## src/rtl/mem_arbiter_if.sv

```systemverilog
// Signal bundle between mem_arbiter, its fetch and load/store requesters, and the data memory port.
// The slave view belongs to the arbiter; the master view to whatever drives requests and memory data.
interface mem_arbiter_if #(
  parameter int ADDR_W = 32,
  parameter int DATA_W = 32
);
  logic              if_req;
  logic [ADDR_W-1:0] if_addr;
  logic              if_gnt;
  logic              if_rvalid;
  logic [DATA_W-1:0] if_rdata;

  logic              dm_req;
  logic              dm_we;
  logic [ADDR_W-1:0] dm_addr;
  logic [DATA_W-1:0] dm_wdata;
  logic [1:0]        dm_size;
  logic              dm_gnt;
  logic              dm_rvalid;
  logic [DATA_W-1:0] dm_rdata;

  logic              mem_re;
  logic              mem_we;
  logic [ADDR_W-1:0] mem_addr;
  logic [DATA_W-1:0] mem_wdata;
  logic [1:0]        mem_size;
  logic [DATA_W-1:0] mem_rdata;

  modport slave (
    input  if_req, if_addr, dm_req, dm_we, dm_addr, dm_wdata, dm_size, mem_rdata,
    output if_gnt, if_rvalid, if_rdata, dm_gnt, dm_rvalid, dm_rdata,
           mem_re, mem_we, mem_addr, mem_wdata, mem_size
  );

  modport master (
    output if_req, if_addr, dm_req, dm_we, dm_addr, dm_wdata, dm_size, mem_rdata,
    input  if_gnt, if_rvalid, if_rdata, dm_gnt, dm_rvalid, dm_rdata,
           mem_re, mem_we, mem_addr, mem_wdata, mem_size
  );
endinterface

```

## src/rtl/mem_arbiter.sv

```systemverilog
// Arbiter sharing one data memory port between fetch and load/store, one transaction in flight.
// Define MEM_ARB_RR_EN for round-robin on ties; otherwise load/store always wins a tie.
//
// state   | meaning
// IDLE    | no transaction outstanding
// WAIT_IF | fetch read outstanding, response when latCnt reaches 1
// WAIT_DM | load or store outstanding, response when latCnt reaches 1
module mem_arbiter #(
  parameter int ADDR_W  = 32,
  parameter int DATA_W  = 32,
  parameter int MEM_LAT = 1
) (
  input  logic clock,
  input  logic reset,
  mem_arbiter_if.slave bus
);
  localparam logic [3:0] LAT = 4'(MEM_LAT);

  typedef enum logic [1:0] {IDLE, WAIT_IF, WAIT_DM} state_t;

  state_t            state, stateNext;
  logic [3:0]        latCnt;
  logic              lastDm;
  logic [ADDR_W-1:0] lastAddr;
  logic [DATA_W-1:0] lastWdata;
  logic [1:0]        lastSize;
  logic              respCycle, arbOpen, pickDm, grant, grantDm;

  always_comb begin
    respCycle = (state != IDLE) && (latCnt == 4'd1) && !reset;
    arbOpen   = !reset && ((state == IDLE) || respCycle);
`ifdef MEM_ARB_RR_EN
    pickDm    = !lastDm;
`else
    // Fixed priority: the last-winner register is still maintained but has no say.
    pickDm    = 1'b1 | lastDm;
`endif
    grant     = arbOpen && (bus.if_req || bus.dm_req);
    grantDm   = bus.dm_req && (!bus.if_req || pickDm);
  end

  always_ff @(posedge clock) begin
    if (reset) state <= IDLE;
    else       state <= stateNext;
  end

  always_comb begin
    stateNext     = state;
    bus.if_gnt    = 1'b0;
    bus.dm_gnt    = 1'b0;
    bus.if_rvalid = 1'b0;
    bus.dm_rvalid = 1'b0;
    bus.mem_re    = 1'b0;
    bus.mem_we    = 1'b0;
    bus.mem_addr  = lastAddr;
    bus.mem_wdata = lastWdata;
    bus.mem_size  = lastSize;
    if (respCycle) begin
      if (state == WAIT_IF) bus.if_rvalid = 1'b1;
      else                  bus.dm_rvalid = 1'b1;
      stateNext = IDLE;
    end
    if (grant) begin
      if (grantDm) begin
        bus.dm_gnt    = 1'b1;
        bus.mem_re    = !bus.dm_we;
        bus.mem_we    = bus.dm_we;
        bus.mem_addr  = bus.dm_addr;
        bus.mem_wdata = bus.dm_wdata;
        bus.mem_size  = bus.dm_size;
        stateNext     = WAIT_DM;
      end else begin
        bus.if_gnt    = 1'b1;
        bus.mem_re    = 1'b1;
        bus.mem_addr  = bus.if_addr;
        bus.mem_wdata = '0;
        bus.mem_size  = 2'b11;
        stateNext     = WAIT_IF;
      end
    end
    if (reset) begin
      bus.mem_addr  = '0;
      bus.mem_wdata = '0;
      bus.mem_size  = '0;
    end
  end

  assign bus.if_rdata = bus.if_rvalid ? bus.mem_rdata : '0;
  assign bus.dm_rdata = bus.dm_rvalid ? bus.mem_rdata : '0;

  // Counter only matters while a transaction is outstanding; it idles at zero.
  always_ff @(posedge clock) begin
    if (reset) begin
      latCnt    <= '0;
      lastDm    <= 1'b0;
      lastAddr  <= '0;
      lastWdata <= '0;
      lastSize  <= '0;
    end else if (grant) begin
      latCnt    <= LAT;
      lastDm    <= grantDm;
      lastAddr  <= bus.mem_addr;
      lastWdata <= bus.mem_wdata;
      lastSize  <= bus.mem_size;
    end else if (latCnt != 4'd0) begin
      latCnt    <= latCnt - 4'd1;
    end
  end
endmodule

```

## src/flat_wrapper.sv

```systemverilog
// flat-port wrapper written by rule: the top's interface ports become plain ports
module mem_arbiter_flat 
#(
  parameter int ADDR_W  = 32,
  parameter int DATA_W  = 32,
  parameter int MEM_LAT = 1
)
  (clock, reset, bus_if_req, bus_if_addr, bus_dm_req, bus_dm_we, bus_dm_addr, bus_dm_wdata, bus_dm_size, bus_mem_rdata, bus_if_gnt, bus_if_rvalid, bus_if_rdata, bus_dm_gnt, bus_dm_rvalid, bus_dm_rdata, bus_mem_re, bus_mem_we, bus_mem_addr, bus_mem_wdata, bus_mem_size);
  mem_arbiter_if #(.ADDR_W(ADDR_W), .DATA_W(DATA_W)) bus_i ();
  input  logic clock;
  input  logic reset;
  input wire logic [$bits(bus_i.if_req)-1:0] bus_if_req;
  input wire logic [$bits(bus_i.if_addr)-1:0] bus_if_addr;
  input wire logic [$bits(bus_i.dm_req)-1:0] bus_dm_req;
  input wire logic [$bits(bus_i.dm_we)-1:0] bus_dm_we;
  input wire logic [$bits(bus_i.dm_addr)-1:0] bus_dm_addr;
  input wire logic [$bits(bus_i.dm_wdata)-1:0] bus_dm_wdata;
  input wire logic [$bits(bus_i.dm_size)-1:0] bus_dm_size;
  input wire logic [$bits(bus_i.mem_rdata)-1:0] bus_mem_rdata;
  output wire logic [$bits(bus_i.if_gnt)-1:0] bus_if_gnt;
  output wire logic [$bits(bus_i.if_rvalid)-1:0] bus_if_rvalid;
  output wire logic [$bits(bus_i.if_rdata)-1:0] bus_if_rdata;
  output wire logic [$bits(bus_i.dm_gnt)-1:0] bus_dm_gnt;
  output wire logic [$bits(bus_i.dm_rvalid)-1:0] bus_dm_rvalid;
  output wire logic [$bits(bus_i.dm_rdata)-1:0] bus_dm_rdata;
  output wire logic [$bits(bus_i.mem_re)-1:0] bus_mem_re;
  output wire logic [$bits(bus_i.mem_we)-1:0] bus_mem_we;
  output wire logic [$bits(bus_i.mem_addr)-1:0] bus_mem_addr;
  output wire logic [$bits(bus_i.mem_wdata)-1:0] bus_mem_wdata;
  output wire logic [$bits(bus_i.mem_size)-1:0] bus_mem_size;
  assign bus_i.if_req = bus_if_req;
  assign bus_i.if_addr = bus_if_addr;
  assign bus_i.dm_req = bus_dm_req;
  assign bus_i.dm_we = bus_dm_we;
  assign bus_i.dm_addr = bus_dm_addr;
  assign bus_i.dm_wdata = bus_dm_wdata;
  assign bus_i.dm_size = bus_dm_size;
  assign bus_i.mem_rdata = bus_mem_rdata;
  assign bus_if_gnt = bus_i.if_gnt;
  assign bus_if_rvalid = bus_i.if_rvalid;
  assign bus_if_rdata = bus_i.if_rdata;
  assign bus_dm_gnt = bus_i.dm_gnt;
  assign bus_dm_rvalid = bus_i.dm_rvalid;
  assign bus_dm_rdata = bus_i.dm_rdata;
  assign bus_mem_re = bus_i.mem_re;
  assign bus_mem_we = bus_i.mem_we;
  assign bus_mem_addr = bus_i.mem_addr;
  assign bus_mem_wdata = bus_i.mem_wdata;
  assign bus_mem_size = bus_i.mem_size;
  mem_arbiter #(.ADDR_W(ADDR_W), .DATA_W(DATA_W), .MEM_LAT(MEM_LAT)) u_core (.clock(clock), .reset(reset), .bus(bus_i));
endmodule
```

## config.mk

```make
export PLATFORM = sky130hd
export DESIGN_NAME = mem_arbiter_flat
export DESIGN_NICKNAME = d
export VERILOG_FILES = /design/src/rtl/mem_arbiter_if.sv /design/src/rtl/mem_arbiter.sv /design/src/flat_wrapper.sv
export SDC_FILE = /design/constraint.sdc
export NUM_CORES = 1
export LEC_CHECK = 0
export ABC_AREA = 1
export ABC_CLOCK_PERIOD_IN_PS = 1800
export BUFFER_PORTS_ARGS = -buffer_cell sky130_fd_sc_hd__buf_2
export CAP_MARGIN = 20
export CORE_ASPECT_RATIO = 0.7
export CORE_UTILIZATION = 35
export DETAILED_ROUTE_END_ITERATION = 8
export PLACE_DENSITY = 0.68
export SLEW_MARGIN = 40
export SYNTH_ARGS = -nofsm -noshare
export SYNTH_HDL_FRONTEND = slang
export SYNTH_SLANG_ARGS = --single-unit
```

## constraint.sdc

```tcl
create_clock -name clock -period 1.8 [get_ports clock]
set_input_delay 0.18 -clock clock [delete_from_list [all_inputs] [get_ports clock]]
set_output_delay 0.18 -clock clock [all_outputs]
set_load 0.01 [all_outputs]
```

Word-level counts from Yosys, hierarchy flattened
Index checks and enable logic that the tools add are counted.
{ "totals": {"ff_bits": 72, "in_bits": 135, "out_inout_bits": 136} }
{ "classes": {"add_sub_neg": 1, "n_eq_ne": 2, "n_mux": 28, "reduce_logical": 14} }
{ "ops": {"columns": ["cell", "count"], "rows": [
  ["32-bit 2-to-1 mux", 8],
  ["1-bit 2-to-1 mux", 14],
  ["2-bit 2-to-1 mux", 6],
  ["2-bit nonzero test", 3],
  ["4-bit by 1-bit == test with 1-bit output, second input constant", 1],
  ["1-bit logical AND", 4],
  ["4-bit nonzero test", 1],
  ["4-bit by 1-bit subtractor with 4-bit output, second input constant", 1],
  ["2-bit by 1-bit == test with 1-bit output, second input constant", 1],
  ["1-bit zero test", 2],
  ["2-bit zero test", 1],
  ["1-bit logical OR", 2],
  ["2-bit OR reduction", 1]
]} }

Depth between registers and ports, before layout
Gate-level depths: netlist of the first run.
{ "logic_depth": {"word_depth": 8, "depth_mapped": 9, "mapped_depth_nobuf": 8} }

Worst setup path after synthesis of the first run
OpenSTA, ideal clock, no wires.
{ "synth_path": {"path_type": "flip-flop to output port", "startpoint": "register u_core.latCnt[1]", "endpoint": "output bus_dm_rdata[10]", "arrival_ps": 1382, "t_required_ps": 1620, "setup_slack_ps": 238, "path_stages_with_launch": 10, "cell_sequence": "dfxtp_1 -> inv_1 -> ha_1 -> nand2_1 -> inv_1 -> nand3_1 -> a21oi_2 -> inv_2 -> buf_2 -> nor2_1"} }
{ "synth_between": {"elab_chain_cells": 5} }
{ "synth_rtl": {"columns": ["item", "line", "source"], "rows": [
  ["from (decl)", "mem_arbiter.sv:22", "logic [3:0] latCnt;"],
  ["from (signal assigned)", "mem_arbiter.sv:106", "latCnt <= latCnt - 4'd1;"],
  ["4-bit by 1-bit == test with 1-bit output", "mem_arbiter.sv:30", "respCycle = (state != IDLE) && (latCnt == 4'd1) && !reset;"],
  ["1-bit logical AND (2 in series)", "mem_arbiter.sv:30", null],
  ["1-bit 2-to-1 mux", "mem_arbiter.sv:58", "if (respCycle) begin"],
  ["via bus_dm_rvalid", "flat_wrapper.sv:24", "output wire logic [$bits(bus_i.dm_rvalid)-1:0] bus_dm_rvalid;"],
  ["32-bit 2-to-1 mux", "mem_arbiter.sv:89", "assign bus.dm_rdata = bus.dm_rvalid ? bus.mem_rdata : '0;"],
  ["to (decl)", "flat_wrapper.sv:25", "output wire logic [$bits(bus_i.dm_rdata)-1:0] bus_dm_rdata;"]
]} }
The timed path passes the listed nets, and every way through them passes these cells.

Worst setup path in the final report of the first run
{ "layout_path": {"startpoint": "register u_core.latCnt[1]", "endpoint": "output bus_mem_wdata[28]"} }
{ "layout_between": {"elab_chain_cells": 8} }
{ "layout_rtl": {"columns": ["item", "line", "source"], "rows": [
  ["4-bit by 1-bit == test with 1-bit output", "mem_arbiter.sv:30", null],
  ["1-bit logical AND (2 in series)", "mem_arbiter.sv:30", null],
  ["1-bit logical OR", "mem_arbiter.sv:31", "arbOpen = !reset && ((state == IDLE) || respCycle);"],
  ["1-bit logical AND", "mem_arbiter.sv:31", null],
  ["1-bit logical AND", "mem_arbiter.sv:38", "grant = arbOpen && (bus.if_req || bus.dm_req);"],
  ["32-bit 2-to-1 mux", "mem_arbiter.sv:63", "if (grant) begin"],
  ["32-bit 2-to-1 mux", "mem_arbiter.sv:81", "if (reset) begin"],
  ["to (decl)", "flat_wrapper.sv:29", "output wire logic [$bits(bus_i.mem_wdata)-1:0] bus_mem_wdata;"]
]} }
Every way passes these cells.

==> results.json, run 1 <==
{
  "status": "finished with violations",
  "violations": "setup timing",
  "grtUsageTotal": 0.223,
  "final_hold_viol_count": 0,
  "hp-class": "in2reg",
  "layout_common_cells": "buf_2, nand2_1, inv_1",
  "grt_pass1_vias": 4245,
  "reg2reg_slack_ns": 0.27,
  "fin_skew_ns": 0.00951,
  "grt_max_degree": 69,
  "yosysTopAreaCellShare": 0.356,
  "wl_microns": 15300,
  "clk_latency_ns": 0.33,
  "drive_gt1_frac": 0.474,
  "leakagePower_nw": 4.32,
  "synth_seq_cells": 72,
  "critical_path.max_fanout": 19,
  "yosysWarnings": 0,
  "worst_slew_pin_slew_ns": 0.387,
  "yosysUniqueCellTypes": 20,
  "power.density_mw_per_mm2": 883,
  "cts_made_buffers": 9,
  "synth_area_leaders": "dfxtp_1, nand2_1, inv_1, nand3_1, nor2_1",
  "grt_overflow_total": 0,
  "dieArea_sq_mm": 0.0120,
  "relSlewSlack": 0.742,
  "synth_area_sq_mm": 0.00405,
  "crit_path_start_kind": "flop",
  "post-place-ws_ns": 0.0470,
  "dieWidth_microns": 131,
  "synth-edff-count": 0,
  "final.period_utilization": 1.12,
  "core_area_sq_mm": 0.0111,
  "cts_tree": "yes",
  "vias": 5102,
  "yosysTopAreaCell": "dfxtp_1",
  "io_buffers": 270,
  "die_y_microns": 92.0,
  "slowest_delay_ns": 0.32,
  "nets": 1077,
  "area_growth_pct": 76.5,
  "max_freq_mhz": 495,
  "cts_root_buf": "clkbuf_16",
  "syn_area_per_cell_sq_um": 6.10,
  "drtAntennaViolNets": 0,
  "viasPerCell": 4.66,
  "postCtsHoldBufs": 0,
  "fill_cells": 1012,
  "top_usage_layer": "met2",
  "grtUsageMet1": 0.249,
  "cp-end-kind": "output pin",
  "setup-tns-final_ns": -18.33,
  "crit_chain": "inv_2 > ha_4 > nand2_4 > o21ai_4 > nand2_4 > clkbuf_16 > nand3_1 > nand2_1 > buf_2",
  "globalRouteMet3Util": 0.0578,
  "drv_slew": 0,
  "first_pass_iters": 4,
  "cpMostUsedCell": "nand2_4",
  "cp_top_family": "buffers and inverters",
  "drcViolationCount": 0,
  "synth-seq-area-share": 0.356,
  "layout_commonest_cell": "buf_2",
  "dp_hpwl_microns": 9630,
  "cts_num_sinks": 72,
  "synth_ff_type": "dfxtp_1",
  "io_pins": 271,
  "setup-violations-final": 135,
  "drt_iter0_drc": 189,
  "start_util": 0.364,
  "cp_slowest_cell": "dfxtp_2",
  "h-tree-depth": 3,
  "place.gp.congestion": 0.766,
  "cp.required_ns": 1.62,
  "async_flop_share": 0,
  "worst-path-buf-inv": 3,
  "max_cap_viol_count": 0,
  "grt_pass1_wl_microns": 20700,
  "clockBufferDepth": 2,
  "crit_type": "reg2out",
  "clk_pin_slew_ns": 0.05,
  "peakVddDrop_v": 0.000492,
  "antenna_found_initial": 0,
  "diodes": 0,
  "core.rowCount": 32,
  "netlist_instances": 664,
  "rsz0062_at_grt": "yes",
  "wire_per_inst_microns": 14.0,
  "arrival_ns": 1.84,
  "syn_nets": 802,
  "period_minus_slack_ns": 2.02,
  "grtUsageMet2": 0.421,
  "setup_ws_ns": -0.221,
  "holdWs_ns": 0.0996
}
-- registers in the layout, summed over array words and instances (netlist names) --
name and flops:
u_core.state 2, u_core.latCnt 4, u_core.lastAddr 32, u_core.lastSize 2
u_core.lastWdata 32
-- through the flow --
stage	utilization	cells	power (W)	area (sq um)
3_3_place_gp	0.505	1057	0.00376	5620
2_1_floorplan	-	664	0.00305	4050
3_5_place_dp	0.505	1057	0.00377	5620
6_report	0.642	1096	0.00631	7150
5_1_grt	0.642	1096	0.00671	7150
4_1_cts	0.556	1082	0.00593	6180
-- final cells by class --
| type | instances | area, sq um | share of cell area |
|---|---|---|---|
| Multi-Input combinational cell | 430 | 2510 | 0.350 |
| Timing Repair Buffer | 308 | 2230 | 0.311 |
| Sequential cell | 72 | 1450 | 0.202 |
| Inverter | 117 | 449 | 0.0628 |
| Clock buffer | 10 | 239 | 0.0334 |
| Tap cell | 153 | 191 | 0.0268 |
| Clock inverter | 5 | 81.3 | 0.0114 |
| Timing Repair inverter | 1 | 11.3 | 0.00157 |
-- power by group --
group	switching [W]	internal (W)	total (W)
Combinational	0.00138	0.00109	0.00247
Clock	0.000659	0.00124	0.00190
Sequential	0.0000887	0.00185	0.00194
-- final timing paths --
path | startpoint | endpoint | cells after the start
setup / recovery | u_core.latCnt[1] | bus_mem_wdata[28] | 9
hold reg to reg | u_core.lastWdata[30] | u_core.lastWdata[30] | 2
setup reg to reg | u_core.latCnt[1] | u_core.lastAddr[31] | 10
hold / removal | reset | u_core.state[0] | 2
-- repair_timing --
item                       4_1_cts  5_1_grt
cloned                           3        9
setup buffers                    7        6
setup endpoints to repair      112      136
gates resized for setup         37      180
pin swaps                        3        7
-- synth_stat cells, types with 2 or more instances --
cell / n
a21boi_0: 32
a21oi_1: 4
buf_1: 9
buf_2: 17
buf_4: 4
clkbuf_1: 15
dfxtp_1: 72
ha_1: 3
inv_1: 115
inv_2: 2
nand2_1: 210
nand3_1: 68
nand4_1: 35
nor2_1: 70
o21ai_0: 2
xor2_1: 2
-- layer usage --
layer / share of wire / vias up
li1: - / 2587
met1: 0.41 / 2318
met2: 0.51 / 189
met3: 0.069 / 8
met4: 0.0068 / 0
met5: 0 / -
-- logic make-up (layout without fill, tap and decap cells) --
| group | after synthesis | in the layout | synth area share |
|---|---|---|---|
| and+or+nand+nor | 385 | 385 | 0.401 |
| buffers and inverters | 162 | 441 | 0.159 |
| DFF | 72 | 72 | 0.356 |
| xor gates and xnor gates | 2 | 2 | 0.00432 |
| adders and majority gates | 3 | 3 | 0.00927 |
| AOI/OAI and AO/OA | 40 | 40 | 0.0710 |
-- worst register-to-register path: cells and delay by family, from the launching register on --
kind	cells	cell delay, ns
buffers and inverters	5	0.56
adders and majority gates	1	0.13
and+or+nand+nor	3	0.22
AOI/OAI and AO/OA	1	0.21
DFF	1	0.32
Power figures use the tool's default switching activity.
==> run 2, diff against run 1 <==
Settings changed: SETUP_SLACK_MARGIN set to 0.1.
==> results.json, run 2 (same netlist as run 1, synthesis figures left out) <==
{
  "grt_pass1_wl_microns": 20700,
  "postCtsHoldBufs": 0,
  "slowest_delay_ns": 0.32,
  "drive_gt1_frac": 0.481,
  "final_hold_viol_count": 0,
  "drcViolationCount": 0,
  "hp-class": "in2reg",
  "rsz0062_at_grt": "yes",
  "final_cell_area_sq_mm": 0.00724,
  "power.density_mw_per_mm2": 883,
  "met2_length_microns": 7820,
  "clk_pin_slew_ns": 0.05,
  "regArea_sq_mm": 0.00145,
  "wl_microns": 15500,
  "drtAntennaViolNets": 0,
  "multi_input_area_sq_mm": 0.00254,
  "dp_hpwl_microns": 9630,
  "antenna_found_initial": 0,
  "grt_max_degree": 69,
  "die_y_microns": 92.0,
  "crit_type": "reg2out",
  "place.gp.congestion": 0.766,
  "critical_path.max_fanout": 19,
  "layout_commonest_cell": "buf_2",
  "max_freq_mhz": 493,
  "drt_iter0_drc": 222,
  "arrival_ns": 1.85,
  "leakagePower_nw": 4.35,
  "top_regs": "u_core.lastAddr (32), u_core.lastWdata (32), u_core.latCnt (4)",
  "setup-tns-final_ns": -18.86,
  "dieWidth_microns": 131,
  "start_util": 0.364,
  "relSlewSlack": 0.741,
  "worst_slew_pin_slew_ns": 0.389,
  "cts_num_sinks": 72,
  "violations": "setup timing",
  "fin_skew_ns": 0.00696,
  "setup-violations-final": 135,
  "wl_met1_microns": 6490,
  "crit_chain": "inv_2 > ha_4 > nand2_4 > o21ai_4 > nand2_4 > clkbuf_16 > nand3_1 > nand2_1 > buf_2",
  "area_growth_pct": 78.7,
  "io_buffers": 270,
  "cp.required_ns": 1.62,
  "cts_root_buf": "clkbuf_16",
  "grt_overflow_total": 0,
  "dieArea_sq_mm": 0.0120,
  "wl_met3_microns": 1040,
  "wire_per_inst_microns": 14.1,
  "clk_latency_ns": 0.33,
  "grt_pass1_vias": 4245,
  "drv_slew": 0,
  "first_pass_iters": 4,
  "final.period_utilization": 1.13,
  "setup_ws_ns": -0.227,
  "crit_path_start_kind": "flop",
  "period_minus_slack_ns": 2.03,
  "status": "finished with violations",
  "clockBufferDepth": 2,
  "core.rowCount": 32,
  "h-tree-depth": 3,
  "max_cap_viol_count": 0,
  "peakVddDrop_v": 0.000494,
  "placed_area_sq_mm": 0.00562,
  "cts_tree": "yes",
  "core_area_sq_mm": 0.0111,
  "layout_common_cells": "buf_2, nand2_1, inv_1",
  "fill_cells": 997,
  "io_pins": 271,
  "viasPerCell": 4.67,
  "grtUsageTotal": 0.223,
  "cp_slowest_cell": "dfxtp_2",
  "cp-end-kind": "output pin",
  "maxUsedRoutingLayer": "met4",
  "nets": 1079,
  "vias": 5131,
  "cpMostUsedCell": "nand2_4",
  "cts_made_buffers": 9
}
-- run 2: cell types whose count changed in the layout (fill, tap and decap cells not counted) --
cell / change
nand2_2: +3
nand3_4: +1
buf_2: -1
clkbuf_16: +1
buf_4: +1
nand3_1: -3
diode_2: +1
buf_16: +1
nand3_2: +2
nand2_1: -3
-- run 2: final timing paths --
| path | startpoint | endpoint | slack (ns) | depth (start not counted) |
|---|---|---|---|---|
| worst max-delay path | u_core.latCnt[1] | bus_mem_wdata[31] | -0.23 | 9 |
| worst min-delay path | reset | u_core.state[0] | 0.10 | 2 |
| worst max register to register | u_core.latCnt[1] | u_core.lastAddr[31] | 0.27 | 10 |
| worst min register to register | u_core.lastWdata[3] | u_core.lastWdata[3] | 0.45 | 2 |
-- run 2: worst max-delay path: cells and delay by family (launching register included) --
family          cells  cell delay [ns]
flops               1             0.32
simple gates        4             0.41
fa+ha+maj           1             0.13
compound gates      1             0.21
buf+inv             3             0.45
-- run 2: what timing repair did --
| item | in CTS | in global routing |
|---|---|---|
| cloned | 3 | 10 |
| gates resized for setup | 37 | 188 |
| setup endpoints to repair | 135 | 136 |
| buffers inserted | 7 | 6 |
| pin swaps | 3 | 9 |
-- run 2: per-layer routing --
| layer | GRT usage | vias up |
|---|---|---|
| met4 | 0.0441 | 0 |
| met2 | 0.421 | 193 |
| met5 | 0 | - |
| met1 | 0.249 | 2334 |
| met3 | 0.0578 | 14 |
| li1 | - | 2590 |
-- run 2: area by class of cell --
class                           count  area share
Antenna cell                        1    0.000346
Clock buffer                       10      0.0330
Clock inverter                      5      0.0112
Inverter                          117      0.0621
Multi-Input combinational cell    430       0.350
Sequential cell                    72       0.200
Tap cell                          153      0.0264
Timing Repair Buffer              310       0.315
Timing Repair inverter              1     0.00156
-- run 2: where the power goes --
group,switching [W],internal [W]
logic,0.00140,0.00114
clock network,0.000662,0.00124
registers,0.0000905,0.00185
-- run 2: stage by stage --
step           hold WS [ns]  utilization  std cells  setup slack [ns]  power, W
2_1_floorplan         0.249            -        664             0.238   0.00305
3_3_place_gp          0.436        0.505       1057            0.0773   0.00376
3_5_place_dp          0.436        0.505       1057            0.0470   0.00377
4_1_cts              0.0873        0.556       1082            -0.172   0.00593
5_1_grt               0.103        0.650       1098            -0.317   0.00678
6_report              0.101        0.650       1099            -0.227   0.00639
